## src/rtl/wrr_grant_collector_if.sv

```systemverilog
// Channel-source and output-stream signals of the WRR grant collector.
// The master side drives grants, channel words and out_ready; the slave side is the collector.
interface wrr_grant_collector_if #(
    parameter int CHANNELS = 8,
    parameter int DWIDTH   = 32,
    parameter int CWIDTH   = 3
);
    logic [CHANNELS-1:0]        grant;
    logic [CHANNELS-1:0]        ch_valid;
    logic [CHANNELS*DWIDTH-1:0] ch_data;
    logic [CHANNELS-1:0]        ch_pop;
    logic                       out_valid;
    logic                       out_ready;
    logic [DWIDTH-1:0]          out_data;
    logic [CWIDTH-1:0]          out_chan;

    modport master (
        output grant, ch_valid, ch_data, out_ready,
        input  ch_pop, out_valid, out_data, out_chan
    );

    modport slave (
        input  grant, ch_valid, ch_data, out_ready,
        output ch_pop, out_valid, out_data, out_chan
    );
endinterface

```

## src/rtl/wrr_grant_collector.sv

```systemverilog
// Takes the arbiter's one-hot grant, pops the granted channel's word and queues it with
// its channel tag in a show-ahead FIFO; flags multi-bit grants and counts wasted grants.
module wrr_grant_collector #(
    parameter int CHANNELS = 8,
    parameter int DWIDTH   = 32,
    parameter int DEPTH    = 8,
    parameter int CWIDTH   = 3
) (
    input  logic                       clk,
    input  logic                       reset,
    wrr_grant_collector_if.slave       bus,
    output logic [$clog2(DEPTH):0]     fifo_count,
    output logic                       err_multi_grant,
    output logic [15:0]                wasted_grants
);
    localparam int AW = $clog2(DEPTH);
    localparam logic [AW:0] FULL_COUNT = (AW+1)'(DEPTH);

    logic [AW-1:0]     wr_ptr_q, wr_ptr_d;
    logic [AW-1:0]     rd_ptr_q, rd_ptr_d;
    logic [AW:0]       count_q, count_d;
    logic              err_q, err_d;
    logic [15:0]       wasted_q, wasted_d;
    logic [DWIDTH-1:0] mem_data_q [DEPTH];
    logic [DWIDTH-1:0] mem_data_d [DEPTH];
    logic [CWIDTH-1:0] mem_chan_q [DEPTH];
    logic [CWIDTH-1:0] mem_chan_d [DEPTH];

    logic              onehot_s;
    logic              multi_s;
    logic              sel_valid_s;
    logic [CWIDTH-1:0] idx_s;
    logic [DWIDTH-1:0] sel_data_s;
    logic              accept_s;
    logic              pop_s;

    function automatic logic is_onehot(input logic [CHANNELS-1:0] v);
        return (v != '0) && ((v & (v - CHANNELS'(1))) == '0);
    endfunction

    // Grant decode: index, data and valid of the granted lane, plus accept/pop qualifiers.
    always_comb begin
        onehot_s    = is_onehot(bus.grant);
        multi_s     = (bus.grant != '0) && !onehot_s;
        idx_s       = '0;
        sel_valid_s = 1'b0;
        sel_data_s  = '0;
        for (int i = 0; i < CHANNELS; i++) begin
            idx_s       = bus.grant[i] ? CWIDTH'(i) : idx_s;
            sel_valid_s = bus.grant[i] ? bus.ch_valid[i] : sel_valid_s;
            sel_data_s  = bus.grant[i] ? bus.ch_data[i*DWIDTH +: DWIDTH] : sel_data_s;
        end
        // Full is judged on the current count alone, so a same-cycle pop cannot make room.
        accept_s = !reset && onehot_s && sel_valid_s && (count_q < FULL_COUNT);
        pop_s    = (count_q != '0) && bus.out_ready;
    end

    // Next-state for pointers, occupancy, storage and the error/waste counters.
    always_comb begin
        wr_ptr_d   = wr_ptr_q;
        rd_ptr_d   = rd_ptr_q;
        mem_data_d = mem_data_q;
        mem_chan_d = mem_chan_q;
        if (accept_s) begin
            mem_data_d[wr_ptr_q] = sel_data_s;
            mem_chan_d[wr_ptr_q] = idx_s;
            wr_ptr_d             = wr_ptr_q + AW'(1);
        end else begin
            wr_ptr_d = wr_ptr_q;
        end
        if (pop_s) begin
            rd_ptr_d = rd_ptr_q + AW'(1);
        end else begin
            rd_ptr_d = rd_ptr_q;
        end
        case ({accept_s, pop_s})
            2'b10:   count_d = count_q + (AW+1)'(1);
            2'b01:   count_d = count_q - (AW+1)'(1);
            default: count_d = count_q;
        endcase
        err_d = err_q | multi_s;
        if (onehot_s && !sel_valid_s && (wasted_q != 16'hFFFF)) begin
            wasted_d = wasted_q + 16'd1;
        end else begin
            wasted_d = wasted_q;
        end
    end

    // Control and status registers with synchronous reset.
    always_ff @(posedge clk) begin
        if (reset) begin
            wr_ptr_q <= '0;
            rd_ptr_q <= '0;
            count_q  <= '0;
            err_q    <= 1'b0;
            wasted_q <= 16'd0;
        end else begin
            wr_ptr_q <= wr_ptr_d;
            rd_ptr_q <= rd_ptr_d;
            count_q  <= count_d;
            err_q    <= err_d;
            wasted_q <= wasted_d;
        end
    end

    // FIFO storage needs no reset: the count gates every read of it.
    always_ff @(posedge clk) begin
        mem_data_q <= mem_data_d;
        mem_chan_q <= mem_chan_d;
    end

    assign bus.ch_pop      = accept_s ? bus.grant : '0;
    assign bus.out_valid   = (count_q != '0);
    assign bus.out_data    = mem_data_q[rd_ptr_q];
    assign bus.out_chan    = mem_chan_q[rd_ptr_q];
    assign fifo_count      = count_q;
    assign err_multi_grant = err_q;
    assign wasted_grants   = wasted_q;
endmodule

```

## src/flat_wrapper.sv

```systemverilog
// flat-port wrapper written by rule: the top's interface ports become plain ports
module wrr_grant_collector_flat 
#(
    parameter int CHANNELS = 8,
    parameter int DWIDTH   = 32,
    parameter int DEPTH    = 8,
    parameter int CWIDTH   = 3
)
  (clk, reset, fifo_count, err_multi_grant, wasted_grants, bus_grant, bus_ch_valid, bus_ch_data, bus_out_ready, bus_ch_pop, bus_out_valid, bus_out_data, bus_out_chan);
  wrr_grant_collector_if #(.CHANNELS(CHANNELS), .DWIDTH(DWIDTH), .CWIDTH(CWIDTH)) bus_i ();
  input  logic clk;
  input  logic reset;
  output logic [$clog2(DEPTH):0] fifo_count;
  output logic err_multi_grant;
  output logic [15:0] wasted_grants;
  input wire logic [$bits(bus_i.grant)-1:0] bus_grant;
  input wire logic [$bits(bus_i.ch_valid)-1:0] bus_ch_valid;
  input wire logic [$bits(bus_i.ch_data)-1:0] bus_ch_data;
  input wire logic [$bits(bus_i.out_ready)-1:0] bus_out_ready;
  output wire logic [$bits(bus_i.ch_pop)-1:0] bus_ch_pop;
  output wire logic [$bits(bus_i.out_valid)-1:0] bus_out_valid;
  output wire logic [$bits(bus_i.out_data)-1:0] bus_out_data;
  output wire logic [$bits(bus_i.out_chan)-1:0] bus_out_chan;
  assign bus_i.grant = bus_grant;
  assign bus_i.ch_valid = bus_ch_valid;
  assign bus_i.ch_data = bus_ch_data;
  assign bus_i.out_ready = bus_out_ready;
  assign bus_ch_pop = bus_i.ch_pop;
  assign bus_out_valid = bus_i.out_valid;
  assign bus_out_data = bus_i.out_data;
  assign bus_out_chan = bus_i.out_chan;
  wrr_grant_collector #(.CHANNELS(CHANNELS), .DWIDTH(DWIDTH), .DEPTH(DEPTH), .CWIDTH(CWIDTH)) u_core (.clk(clk), .reset(reset), .bus(bus_i), .fifo_count(fifo_count), .err_multi_grant(err_multi_grant), .wasted_grants(wasted_grants));
endmodule
```

## config.mk

```make
export PLATFORM = sky130hd
export DESIGN_NAME = wrr_grant_collector_flat
export DESIGN_NICKNAME = d
export VERILOG_FILES = /design/src/rtl/wrr_grant_collector_if.sv /design/src/rtl/wrr_grant_collector.sv /design/src/flat_wrapper.sv
export SDC_FILE = /design/constraint.sdc
export NUM_CORES = 1
export LEC_CHECK = 0
export ABC_AREA = 1
export ABC_CLOCK_PERIOD_IN_PS = 9200
export CORE_MARGIN = 3
export CORE_UTILIZATION = 43
export DETAILED_ROUTE_END_ITERATION = 8
export PLACE_DENSITY = 0.71
export RECOVER_POWER = 25
export SETUP_SLACK_MARGIN = 0.02
export SYNTH_ARGS = -nofsm -noshare
export SYNTH_HDL_FRONTEND = slang
export SYNTH_SLANG_ARGS = --single-unit
```

## constraint.sdc

```tcl
create_clock -name clk -period 9.2 [get_ports clk]
set_input_delay 2.3 -clock clk [delete_from_list [all_inputs] [get_ports clk]]
set_output_delay 2.3 -clock clk [all_outputs]
set_load 0.05 [all_outputs]
```

==> Word-level counts from Yosys, hierarchy flattened <==
Cells that the tools add are included.
{ "word_totals": {"register_bits": 307, "in_bits": 275, "out_inout_bits": 65, "word_cells": 91} }
{ "classes": {"addsub": 6, "magnitude_cmp": 4, "eq_ne": 3, "muxes": 37, "n_bitwise": 4, "n_reduce_logical": 16} }
{ "ops": {"columns": ["op", "count"], "rows": [
  ["2-to-1 mux 32 bit", 11],
  ["bitwise mux 256 bit", 1],
  ["binary-select mux 32 bit (select 3 bit)", 1],
  ["demux 32 bit (select 3 bit)", 1],
  ["2-to-1 mux 3 bit", 9],
  ["bitwise mux 24 bit", 1],
  ["adder 16 x 1 -> 16 bit, second input constant", 1],
  ["!= test 16 bit, second input constant", 1],
  ["binary-select mux 3 bit (select 3 bit)", 1],
  ["demux 3 bit (select 3 bit)", 1],
  ["logical AND 1 bit", 9],
  ["2-to-1 mux 1 bit", 9],
  ["AND 8 bit", 1],
  ["greater-or-equal comparator 4 bit, second input constant", 2],
  ["zero test 8 bit", 1],
  ["2-to-1 mux 8 bit", 1],
  ["inverter 3 -> 4 bit", 2],
  ["case mux 4 bit (2 select lines)", 1],
  ["nonzero test 8 bit", 1],
  ["subtractor 8 x 1 -> 8 bit, second input constant", 1],
  ["adder 3 x 1 -> 3 bit, second input constant", 2],
  ["adder 4 x 1 -> 4 bit, second input constant", 1],
  ["< comparator 4 x 1 -> 1 bit, second input constant", 1],
  ["< comparator 4 bit, second input constant", 1],
  ["7 further kinds", 9]
]} }

==> Depth between registers and ports, before layout <==
Gate-level depths: netlist (run 1).
{ "depth": {"word_depth": 12, "mapped_depth": 20, "depth_no_buf": 19} }

==> Worst setup path before layout (run 1) <==
OpenSTA, ideal clock, no wires.
{ "synth_path": {"path_type": "input to output", "startpoint": "input bus_grant[6]", "endpoint": "output bus_ch_pop[0]", "arrival_time_ps": 3953, "required_time_ps": 6900, "setup_slack_ps": 2947, "path_stages": 10, "n_path_buf": 1, "cell_sequence": "buf_2 > inv_1 > o21ai_0 > nor2_1 > nand2_1 > nand2_1 > nand2_2 > nor2_4 > inv_2 > nor2_1"} }
{ "synth_via": {"elab_chain_len": 8, "word_cells_on_any_way": 11, "classes_between": "add/sub: 1; mux: 3; bitwise: 1; reduce/logical: 6"} }
{ "synth_rtl": {"columns": ["item", "line", "rtl"], "rows": [
  ["start, declared", "flat_wrapper.sv:16", "input wire logic [$bits(bus_i.grant)-1:0] bus_grant;"],
  ["subtractor 8 x 1 -> 8 bit", "wrr_grant_collector.sv:38", "return (v != '0) && ((v & (v - CHANNELS'(1))) == '0);"],
  ["AND 8 bit", "wrr_grant_collector.sv:38", null],
  ["zero test 8 bit", "wrr_grant_collector.sv:38", null],
  ["logical AND 1 bit", "wrr_grant_collector.sv:38", null],
  ["logical AND 1 bit", "wrr_grant_collector.sv:54", "accept_s = !reset && onehot_s && sel_valid_s && (count_q < FULL_COUNT);"],
  ["logical AND 1 bit (*) (2 in series)", "wrr_grant_collector.sv:54", null],
  ["2-to-1 mux 8 bit (*)", "wrr_grant_collector.sv:112", "assign bus.ch_pop = accept_s ? bus.grant : '0;"],
  ["end, declared", "flat_wrapper.sv:20", "output wire logic [$bits(bus_i.ch_pop)-1:0] bus_ch_pop;"]
]} }
Mark *: on every way between the ends. The rest lies on a longest branch, timed or not.

==> Worst setup path in the final report (run 1) <==
{ "layout_path": {"startpoint": "input bus_grant[5]", "endpoint": "output bus_ch_pop[7]"} }
Same word-level chain as after synthesis.

==> results of run 1 <==
worst paths after layout:
kind | endpoint | slack (ns) | cells past startpoint
setup / recovery | bus_ch_pop[7] | 1.15 | 13
hold / removal | u_core.err_multi_grant$_SDFF_PP0_ | 0.48 | 2
setup reg to reg | u_core.fifo_count[3]$_SDFFE_PP0P_ | 6.60 | 13
hold reg to reg | u_core.err_multi_grant$_SDFF_PP0_ | 0.48 | 2
through the flow:
step	hold slack (ns)	total power [µW]	instances	setup slack (ns)
2_1_floorplan	0.5048	2735	1441	2.947
3_3_place_gp	0.4580	3322	2146	1.816
3_5_place_dp	0.4662	3347	2146	1.767
4_1_cts	0.4873	4540	2197	1.766
5_1_grt	0.5307	4708	2204	0.8739
6_report	0.4842	4500	2205	1.149
tightest hold or removal path: cells and delay by family, from the launching register on:
family                 cells  cell delay [ns]
AO/OA/AOI/OAI              1             0.08
buffers and inverters      1             0.05
flip-flops                 1             0.32
cells in the mapped netlist, drive strengths merged:
library cell,n
a31oi,35
xor2,10
xnor2,3
dfxtp,27
or2,1
nand4,19
a221oi,32
a211oi,1
ha,6
o22ai,35
nand2,162
nand3,44
clkbuf,74
nor2,291
nand3b,1
inv,36
nor3,16
o221ai,1
o21bai,1
a21oi,56
buf,27
o31ai,1
edfxtp,280
o21ai,281
clkinv,1
layer usage:
| layer | GRT usage [%] | vias up |
|---|---|---|
| li1 | - | 5788 |
| met5 | 0 | - |
| met2 | 41.69 | 482 |
| met3 | 4.555 | 82 |
| met1 | 31.09 | 5777 |
| met4 | 8.393 | 0 |
cell families (layout without fill, tap and decap cells):
| logic type | after synthesis | after routing | synth area share, % |
|---|---|---|---|
| fa+ha+maj | 6 | 6 | 0.5205 |
| xor+xnor | 13 | 13 | 0.7894 |
| compound gates | 443 | 443 | 17.12 |
| other cells | 0 | 8 | 0 |
| buf+inv | 138 | 452 | 3.912 |
| flops | 307 | 307 | 62.04 |
| simple gates | 534 | 534 | 15.61 |
registers in the layout, indices dropped and copies added, names as in the netlist:
register,flops
u_core.fifo_count,4
u_core.err_multi_grant,1
u_core.wasted_grants,16
u_core.rd_ptr_q,3
u_core.mem_data_q,256
u_core.wr_ptr_q,3
u_core.mem_chan_q,24
layout by cell type (no fill, tap or decap), drive strengths merged, types with 32 or more instances in the layout:
master,synthesis,final
a21oi,56,56
a221oi,32,32
nand3,44,44
clkbuf,74,37
nand2,162,162
o21ai,281,281
nor2,291,291
a31oi,35,35
inv,36,37
o22ai,35,35
clkdlybuf4s50,0,311
edfxtp,280,280
power groups by stage:
stage	clock network, µW	logic (µW)	registers [µW]
finish	1200	1700	1610
global route	1270	1830	1610
CTS	1220	1720	1610
detailed placement	0	1710	1640
global placement	0	1690	1630
floorplan	0	1110	1620
area by class of cell:
type	count	area, µm²	share of cell area [%]
Inverter	37	140.1	0.7351
Tap cell	442	553.0	2.901
Clock inverter	18	215.2	1.129
Timing Repair Buffer	364	3556	18.65
Multi-Input combinational cell	996	4883	25.62
Clock buffer	33	740.7	3.886
Antenna cell	8	20.02	0.1050
Sequential cell	307	8954	46.97
==> results.py, run 1 <==
metrics = {
    "placement": {
        "dpl.hpwl_mm": 30.85,
        "io_buffers": 339,
        "gp_congestion": 1.008,
        "dpl-instance-area_um2": 18170,
    },
    "layout": {
        "drive_above_1_share_pct": 6.097,
        "area_growth_pct": 32.16,
        "nets": 2016,
        "fin_util_pct": 58.14,
        "stdcell_area_um2": 19060,
        "n_fill_cell": 2764,
    },
    "floorplan": {
        "die_h_um": 189.2,
        "num_rows": 66,
        "core-area_um2": 32780,
        "die_x_um": 189.2,
        "dieArea_um2": 35780,
        "initial_utilization_pct": 44.00,
        "ioPinCount": 340,
    },
    "global_routing": {
        "grt_pass1_vias": 11719,
        "grt_overflow_total": 0,
        "grt_max_degree": 79,
        "grt_pass1_wl_mm": 67.50,
        "grt_usage_pct": 24.32,
        "antenna_found_initial": 7,
    },
    "setup_path": {
        "r2r_start": "u_core.fifo_count[3]$_SDFFE_PP0P_",
        "critPathRequiredTime_ns": 6.90,
        "path_common_cell": "nand2_1",
        "cp.arrival_ns": 5.75,
        "critPathBufInv": 5,
        "crit_slowest_cell": "clkdlybuf4s50_1",
        "start_kind": "input pin",
        "crit_chain": "dlygate4sd3_1 -> buf_4 -> nor2_1 -> nand2_1 -> inv_1 -> nand2_1 -> nand2_1 -> nand2_1 -> nand2_1 -> nor2_1 -> inv_2 -> nor2_1 -> clkdlybuf4s50_1",
        "cpPeakStageDelay_ns": 0.82,
        "cpLargestDelayFamily": "buffers and inverters",
        "critPathMaxFanout": 38,
        "cp-end-kind": "output port",
        "path_class": "input pin to output port",
        "cp-startpoint": "bus_grant[5]",
    },
    "clock_network": {
        "cts-root-buf": "clkbuf_16",
        "postCtsSetupBuffers": 0,
        "clk_pin_slew_ns": 0.06,
        "ctsHoldBuffers": 0,
        "cts.sinks": 307,
        "cts_tree": "built",
        "post_cts_resized": 0,
        "cts_max_level": 1,
        "clock_latency_ns": 0.54,
        "cts_buffers": 29,
        "clock_path_buffers": 3,
    },
    "power": {
        "power_density_nw_per_um2": 236.1,
        "power_frac_seq_pct": 35.7,
        "power_leakage_uw": 0.006483,
        "combinationalPowerShare_pct": 37.7,
        "p_int_uw": 2830,
        "switchingPower_uw": 1670,
        "p_sw_share_pct": 37.12,
        "clockPowerShare_pct": 26.6,
        "peakVddDrop_mv": 0.1600,
    },
    "logic_synthesis": {
        "yosys_warnings": 0,
        "synth_area_leaders": "edfxtp_1 (58%), o21ai_0 (8.7%), nor2_1 (7.4%), nand2_1 (3.8%), dfxtp_1 (3.7%)",
        "ys_seq_area_share_pct": 62.04,
        "ys_seq_elements": 307,
        "netlist_instances": 1441,
        "synth_top_area_cell": "edfxtp_1",
        "syn_nets": 1722,
        "ys_types": 39,
        "syn-cell-area_um2": 14420,
        "synth.avg_cell_area_um2": 10.01,
        "yosys.area.top_type_share_pct": 58.29,
    },
    "timing": {
        "fmax_ghz": 0.1242,
        "period_share_pct": 87.51,
        "fin_skew_ns": 0.01499,
        "rsz0062_at_grt": "false",
        "drv_slew": 66,
        "hold_viol": 0,
        "finalSetupViolations": 0,
        "tightest_slew_ns": 1.507,
        "relSlewSlack_pct": -0.4418,
        "period_needed_ns": 8.051,
        "setup-tns-final_ns": 0,
    },
    "worst_hold_path": {
        "hold_class": "flop to flop",
        "min_from": "u_core.err_multi_grant$_SDFF_PP0_",
    },
    "run": {
        "cap_violations": 2,
    },
    "routing": {
        "totalWireLength_mm": 45.37,
        "drc_errors": 0,
        "topRoutingLayerUsed": "met4",
        "drt_iter0_markers": 909,
        "drtAntennaViolNets": 0,
        "drtPass1Iterations": 5,
        "vias": 12129,
        "wl_per_cell_um": 20.57,
        "met3_wirelength_mm": 3.406,
        "wl_met2_mm": 22.38,
        "avgViaCountPerCell": 5.501,
        "met1_length_mm": 18.02,
    },
    "run_status": {
        "violations": "max-capacitance violations, max-slew violations",
        "status": "finished with violations",
    },
}
Power figures use the tool's default switching activity.
==> run 2: changes to the inputs <==
- ABC_AREA: 1 -> 0
- GPL_ROUTABILITY_DRIVEN: default -> 0
- GPL_TIMING_DRIVEN: default -> 0
==> run 2 against run 1 <==
The flow still finishes with violations (max-capacitance violations, max-slew violations). Design area rose by 2.9%. Core utilization rose by 2.0 points. Power fell by 27%. Critical path depth fell by 3. Clock skew rose by 0.0089 ns. Count of clock-buffer cells in the layout fell by 1. Combinational power fell by 80%. Synthesized area fell by 1.1%. Critical path type unchanged. Largest power group is now registers.
==> results.py, run 2 <==
metrics = {
    "clock_network": {
        "cts_buffers": 31,
        "cts-root-buf": "clkbuf_16",
        "clock_path_buffers": 3,
        "cts_tree": "built",
        "ctsHoldBuffers": 0,
        "postCtsSetupBuffers": 0,
        "clk_pin_slew_ns": 0.06,
        "post_cts_resized": 0,
        "cts_max_level": 1,
        "clock_latency_ns": 0.57,
        "cts.sinks": 307,
    },
    "timing": {
        "setup-tns-final_ns": 0,
        "drv_slew": 8,
        "relSlewSlack_pct": -1.549,
        "finalSetupViolations": 0,
        "tightest_slew_ns": 1.502,
        "rsz0062_at_grt": "false",
        "period_share_pct": 91.51,
        "fin_skew_ns": 0.02391,
        "period_needed_ns": 8.419,
        "holdWs_ns": 0.5142,
        "fmax_ghz": 0.1188,
        "setup_ws_ns": 0.7807,
        "hold_viol": 0,
    },
    "setup_path": {
        "cpLargestDelayFamily": "buffers and inverters",
        "r2r_start": "u_core.fifo_count[3]$_SDFFE_PP0P_",
        "rrSetupSlack_ns": 5.55,
        "crit_slowest_cell": "clkdlybuf4s50_1",
        "critPathBufInv": 5,
        "rr_worst_depth": 8,
        "crit_chain": "dlygate4sd3_1 -> clkbuf_1 -> a2111oi_0 -> o211ai_1 -> or3_1 -> nor2_1 -> clkinv_1 -> clkbuf_1 -> nor2_1 -> clkdlybuf4s50_1",
        "regToRegEndpoint": "u_core.mem_data_q[197]$_DFFE_PP_",
        "start_kind": "input pin",
        "critPathRequiredTime_ns": 6.90,
        "cp.arrival_ns": 6.12,
        "cp-end-kind": "output port",
        "path_class": "input pin to output port",
        "cpPeakStageDelay_ns": 0.86,
        "critPathMaxFanout": 11,
    },
    "layout": {
        "diodes": 0,
        "drive_above_1_share_pct": 14.13,
        "layout.cells.most_common": "clkdlybuf4s50_1",
        "area_growth_pct": 37.51,
        "largest_register_ffs": 256,
        "n_fill_cell": 2534,
        "nets": 1671,
        "regMostFlops": "u_core.mem_data_q",
        "layout_common_cells": "clkdlybuf4s50_1 (308), edfxtp_1 (280), clkbuf_1 (75), mux4_2 (70), nand2_1 (50)",
    },
    "logic_synthesis": {
        "synth_top_area_cell": "edfxtp_1",
        "yosys.area.top_type_share_pct": 58.92,
        "syn-cell-area_um2": 14270,
        "ys_seq_area_share_pct": 62.70,
        "synth.avg_cell_area_um2": 14.53,
        "yosysMostFrequentCell": "edfxtp_1",
        "ys_top_cells_by_count": "edfxtp_1 (280), mux4_2 (70), clkbuf_1 (58), nand2_1 (50), nor2b_1 (42)",
        "netlist_instances": 982,
        "yosys_warnings": 0,
        "synthArstFlopShare_pct": 0,
        "syn_nets": 1263,
        "synth-main-ff-cell": "edfxtp_1",
        "synth_area_leaders": "edfxtp_1 (59%), mux4_2 (11%), dfxtp_1 (3.8%), mux2_2 (3.1%), a221oi_1 (2.0%)",
        "synth-edff-count": 280,
        "ys_seq_elements": 307,
        "ys_types": 52,
    },
    "floorplan": {
        "core-area_um2": 32620,
        "die_h_um": 188.2,
        "num_rows": 66,
        "initial_utilization_pct": 43.75,
        "die_x_um": 188.2,
        "dieArea_um2": 35410,
        "ioPinCount": 340,
    },
    "placement": {
        "dpl.hpwl_mm": 35.84,
        "io_buffers": 333,
        "place_ws_ns": 0.9428,
    },
    "routing": {
        "drc_errors": 0,
        "drtPass1Iterations": 5,
        "avgViaCountPerCell": 5.935,
        "wl_per_cell_um": 26.18,
        "drtAntennaViolNets": 0,
        "totalWireLength_mm": 48.62,
        "drt_iter0_markers": 1178,
        "vias": 11021,
    },
    "worst_hold_path": {
        "holdPathStages": 2,
        "whs_endpoint": "u_core.wasted_grants[15]$_SDFFE_PP0P_",
        "min_from": "u_core.wasted_grants[15]$_SDFFE_PP0P_",
        "hold_class": "flop to flop",
    },
    "power": {
        "peakVddDrop_mv": 0.1459,
        "power_density_nw_per_um2": 167.3,
        "power_leakage_uw": 0.006500,
        "total_power_uw": 3282,
    },
    "global_routing": {
        "antenna_found_initial": 2,
        "grt_pass1_vias": 11334,
        "grt_usage_pct": 26.66,
        "grt_max_degree": 16,
        "grt_pass1_wl_mm": 70.88,
        "grt_overflow_total": 0,
    },
    "run_status": {
        "status": "finished with violations",
        "violations": "max-capacitance violations, max-slew violations",
    },
    "run": {
        "cap_violations": 2,
    },
}
==> run 2: cell types whose count changed after synthesis, moves of 39 or more <==
| cell | before | now |
|---|---|---|
| o21ai_0 | 250 | 9 |
| nor2_1 | 283 | 26 |
| mux4_2 | 0 | 70 |
| nand2_1 | 146 | 50 |
| mux2_2 | 0 | 39 |
| nor2b_1 | 0 | 42 |
==> run 2: cells by family after synthesis <==
kind of cell	after synthesis	share of synthesized area (%)
buf+inv	124	3.410
flops	307	62.70
compound gates	216	10.97
xor+xnor	6	0.3682
mux	110	14.19
simple gates	213	7.829
fa+ha+maj	6	0.5260
==> run 2: through the flow <==
step | cell area (µm²) | utilization (%) | cells
2_1_floorplan | 14270 | - | 982
3_3_place_gp | 18160 | 55.67 | 1757
3_5_place_dp | 18570 | 56.92 | 1799
4_1_cts | 19720 | 60.45 | 1857
5_1_grt | 19620 | 60.16 | 1857
6_report | 19620 | 60.16 | 1857
==> run 2: final cells by class <==
type | count | area [µm²] | share of cell area, %
multi-input cells | 551 | 4842 | 24.67
clock inverters | 26 | 372.9 | 1.900
well taps | 442 | 553.0 | 2.818
plain buffers | 83 | 329.1 | 1.677
flip-flops and latches | 307 | 8949 | 45.60
repair buffers | 375 | 3645 | 18.57
inverters | 41 | 153.9 | 0.7842
clock buffers | 32 | 779.5 | 3.972
==> run 2: tightest hold or removal path, cell delays in order (launching register included) <==
cell and delay [ns]:
dfxtp_1 0.34, o41ai_1 0.07, a21oi_1 0.06
==> run 2: layer usage <==
layer | global-route usage, % | vias to the layer above | part of all wire [%] | wire (µm)
met5 | 0 | - | 0.023 | 11
met4 | 9.697 | 2 | 4.0 | 1963
met3 | 6.270 | 118 | 10 | 5100
met2 | 43.67 | 684 | 47 | 23030
met1 | 35.02 | 5436 | 38 | 18520
li1 | - | 4781 | - | -
==> run 2: worst max-delay path by stage <==
stage	start	end	slack, ns	depth (start not counted)
2_1_floorplan	bus_grant[3]	u_core.mem_chan_q[3]$_DFFE_PP_	1.08	9
3_3_place_gp	bus_grant[2]	u_core.mem_data_q[39]$_DFFE_PP_	-3.68	9
3_5_place_dp	bus_grant[2]	bus_ch_pop[5]	0.94	7
4_1_cts	bus_grant[2]	bus_ch_pop[0]	0.94	7
5_1_grt	bus_grant[2]	bus_ch_pop[3]	0.55	10
6_report	bus_grant[2]	bus_ch_pop[3]	0.78	10
==> run 2: power breakdown <==
group | switching [µW] | internal [µW] | total (µW)
clock | 538 | 871 | 1410
sequential | 0.961 | 1540 | 1540
combinational | 173 | 160 | 333
total | 712 | 2570 | 3280
==> run 3: changes to the inputs <==
- MAX_ROUTING_LAYER: default -> met4
- SLEW_MARGIN: default -> 5
==> run 3 against run 2 <==
The flow now finishes without violations. Combinational power about the same. Clock skew decreased by 0.013 ns. Die area unchanged. Cell count increased by 0.16%. Clock power decreased by 13%. Sequential share of layout area increased by 0.36 points. Non-clock buffer count increased by 2. Flip-flop and latch count unchanged. Highest routed layer is now met4.
==> results.py, run 3 (synthesis results as in run 2) <==
metrics = {
    "timing": {
        "period_needed_ns": 8.375,
        "hold_viol": 0,
        "holdWs_ns": 0.5124,
        "period_share_pct": 91.03,
        "finalSetupViolations": 0,
        "drv_slew": 0,
        "setup_ws_ns": 0.8253,
        "setup-tns-final_ns": 0,
        "tightest_slew_ns": 1.346,
        "fin_skew_ns": 0.01125,
        "fmax_ghz": 0.1194,
        "rsz0062_at_grt": "false",
        "relSlewSlack_pct": 8.977,
    },
    "power": {
        "power_leakage_uw": 0.006425,
        "p_int_uw": 2412,
        "power_frac_seq_pct": 49.8,
        "clockPowerShare_pct": 39.5,
        "peakVddDrop_mv": 0.1488,
        "p_sw_share_pct": 22.10,
        "switchingPower_uw": 684.2,
        "combinationalPowerShare_pct": 10.7,
        "power_density_nw_per_um2": 159.1,
    },
    "setup_path": {
        "rrSetupSlack_ns": 5.79,
        "cpPeakStageDelay_ns": 0.86,
        "r2r_start": "u_core.fifo_count[3]$_SDFFE_PP0P_",
        "critPathRequiredTime_ns": 6.90,
        "crit_slowest_cell": "clkdlybuf4s50_1",
        "critPathMaxFanout": 11,
        "regToRegEndpoint": "u_core.mem_data_q[80]$_DFFE_PP_",
        "cp-startpoint": "bus_grant[2]",
        "cp-end-kind": "output port",
        "start_kind": "input pin",
        "rr_worst_depth": 8,
        "cp.depth": 10,
        "path_class": "input pin to output port",
        "cp.arrival_ns": 6.07,
        "cpLargestDelayFamily": "buffers and inverters",
        "crit_chain": "dlygate4sd3_1 -> clkbuf_1 -> a2111oi_0 -> o211ai_1 -> or3_1 -> nor2_1 -> clkinv_1 -> clkbuf_1 -> nor2_1 -> clkdlybuf4s50_1",
        "endpoint": "bus_ch_pop[3]",
        "critPathBufInv": 5,
    },
    "clock_network": {
        "cts_buffers": 31,
        "clk_pin_slew_ns": 0.06,
        "clock_path_buffers": 3,
        "cts_max_level": 1,
        "post_cts_resized": 0,
        "cts_tree": "built",
        "cts-root-buf": "clkbuf_16",
        "clock_latency_ns": 0.55,
        "postCtsSetupBuffers": 0,
        "ctsHoldBuffers": 0,
        "cts.sinks": 307,
    },
    "layout": {
        "drive_above_1_share_pct": 13.77,
        "nets": 1673,
        "layout.cells.most_common": "clkdlybuf4s50_1",
        "layout_common_cells": "clkdlybuf4s50_1 (308), edfxtp_1 (280), clkbuf_1 (84), mux4_2 (70), nand2_1 (50)",
        "regMostFlops": "u_core.mem_data_q",
        "area_growth_pct": 36.42,
        "n_fill_cell": 2563,
        "largest_register_ffs": 256,
    },
    "floorplan": {
        "num_rows": 66,
        "die_h_um": 188.2,
        "initial_utilization_pct": 43.75,
        "ioPinCount": 340,
        "dieArea_um2": 35410,
        "core-area_um2": 32620,
        "die_x_um": 188.2,
    },
    "worst_hold_path": {
        "hold_class": "flop to flop",
        "min_from": "u_core.wasted_grants[15]$_SDFFE_PP0P_",
    },
    "routing": {
        "drtPass1Iterations": 6,
        "drtAntennaViolNets": 0,
        "wl_per_cell_um": 25.94,
        "vias": 10969,
        "drc_errors": 0,
        "drt_iter0_markers": 1355,
        "totalWireLength_mm": 48.26,
        "avgViaCountPerCell": 5.897,
    },
    "run": {
        "cap_violations": 0,
    },
    "run_status": {
        "status": "complete, no violations",
    },
    "global_routing": {
        "grt_pass1_vias": 11297,
        "grt_usage_pct": 27.27,
        "antenna_found_initial": 1,
        "grt_pass1_wl_mm": 70.37,
        "grt_overflow_total": 0,
        "grt_max_degree": 16,
    },
    "placement": {
        "dpl.hpwl_mm": 35.75,
        "place_ws_ns": 0.9050,
        "io_buffers": 333,
    },
}
## run 3: changes by cell type in the layout (fill, tap and decap cells not counted), moves of 2 or more
cell / delta
bufinv_16: -6
clkinv_2: +3
clkinv_1: -3
clkbuf_1: +9
buf_4: +3
diode_2: +2
buf_8: +2
buf_6: -6
## run 3: power groups by stage
stage	sequential, µW	combinational (µW)	clock, µW
2_1_floorplan	1570	133	0
3_3_place_gp	1570	322	0
3_5_place_dp	1570	329	0
4_1_cts	1540	330	1240
5_1_grt	1540	351	1290
6_report	1540	333	1220
## run 3: routing by layer
| layer | wire (µm) | part of all wire [%] | track usage (%) | vias to the layer above |
|---|---|---|---|---|
| li1 | - | - | - | 4783 |
| met1 | 19260 | 40 | 35.31 | 5482 |
| met2 | 23140 | 48 | 43.26 | 608 |
| met3 | 4180 | 8.7 | 5.786 | 96 |
| met4 | 1675 | 3.5 | 9.235 | 0 |
| met5 | 0 | 0 | - | - |
## run 3: final cells by class
cell class                      count  area (µm²)  area share (%)
Timing Repair Buffer              377        3641           18.70
Antenna cell                        2       5.005         0.02571
Clock buffer                       39       815.8           4.190
Tap cell                          442       553.0           2.841
Buffer                             83       329.1           1.690
Sequential cell                   307        8949           45.96
Clock inverter                     18       177.7          0.9126
Inverter                           41       153.9          0.7905
Multi-Input combinational cell    551        4845           24.88
## run 3: per-stage QoR
step | cell area [µm²] | util, % | total power [µW] | std cells
2_1_floorplan | 14270 | - | 1704 | 982
3_3_place_gp | 18160 | 55.67 | 1893 | 1757
3_5_place_dp | 18570 | 56.94 | 1899 | 1801
4_1_cts | 19570 | 59.98 | 3106 | 1858
5_1_grt | 19470 | 59.68 | 3180 | 1859
6_report | 19470 | 59.69 | 3097 | 1860
## run 3: how the worst min path moves through the flow
stage	end	slack, ns	depth (start not counted)
6_report	u_core.wasted_grants[15]$_SDFFE_PP0P_	0.51	2
2_1_floorplan	u_core.wr_ptr_q[1]$_SDFFE_PP0P_	0.53	2
4_1_cts	u_core.wasted_grants[15]$_SDFFE_PP0P_	0.51	2
3_3_place_gp	u_core.wasted_grants[15]$_SDFFE_PP0P_	0.49	2
3_5_place_dp	u_core.wasted_grants[15]$_SDFFE_PP0P_	0.50	2
5_1_grt	u_core.wasted_grants[15]$_SDFFE_PP0P_	0.55	2
## run 3: worst min-delay path, stage by stage (launching register included)
cell     delay, ns
dfxtp_1       0.34
o41ai_1       0.07
a21oi_1       0.06
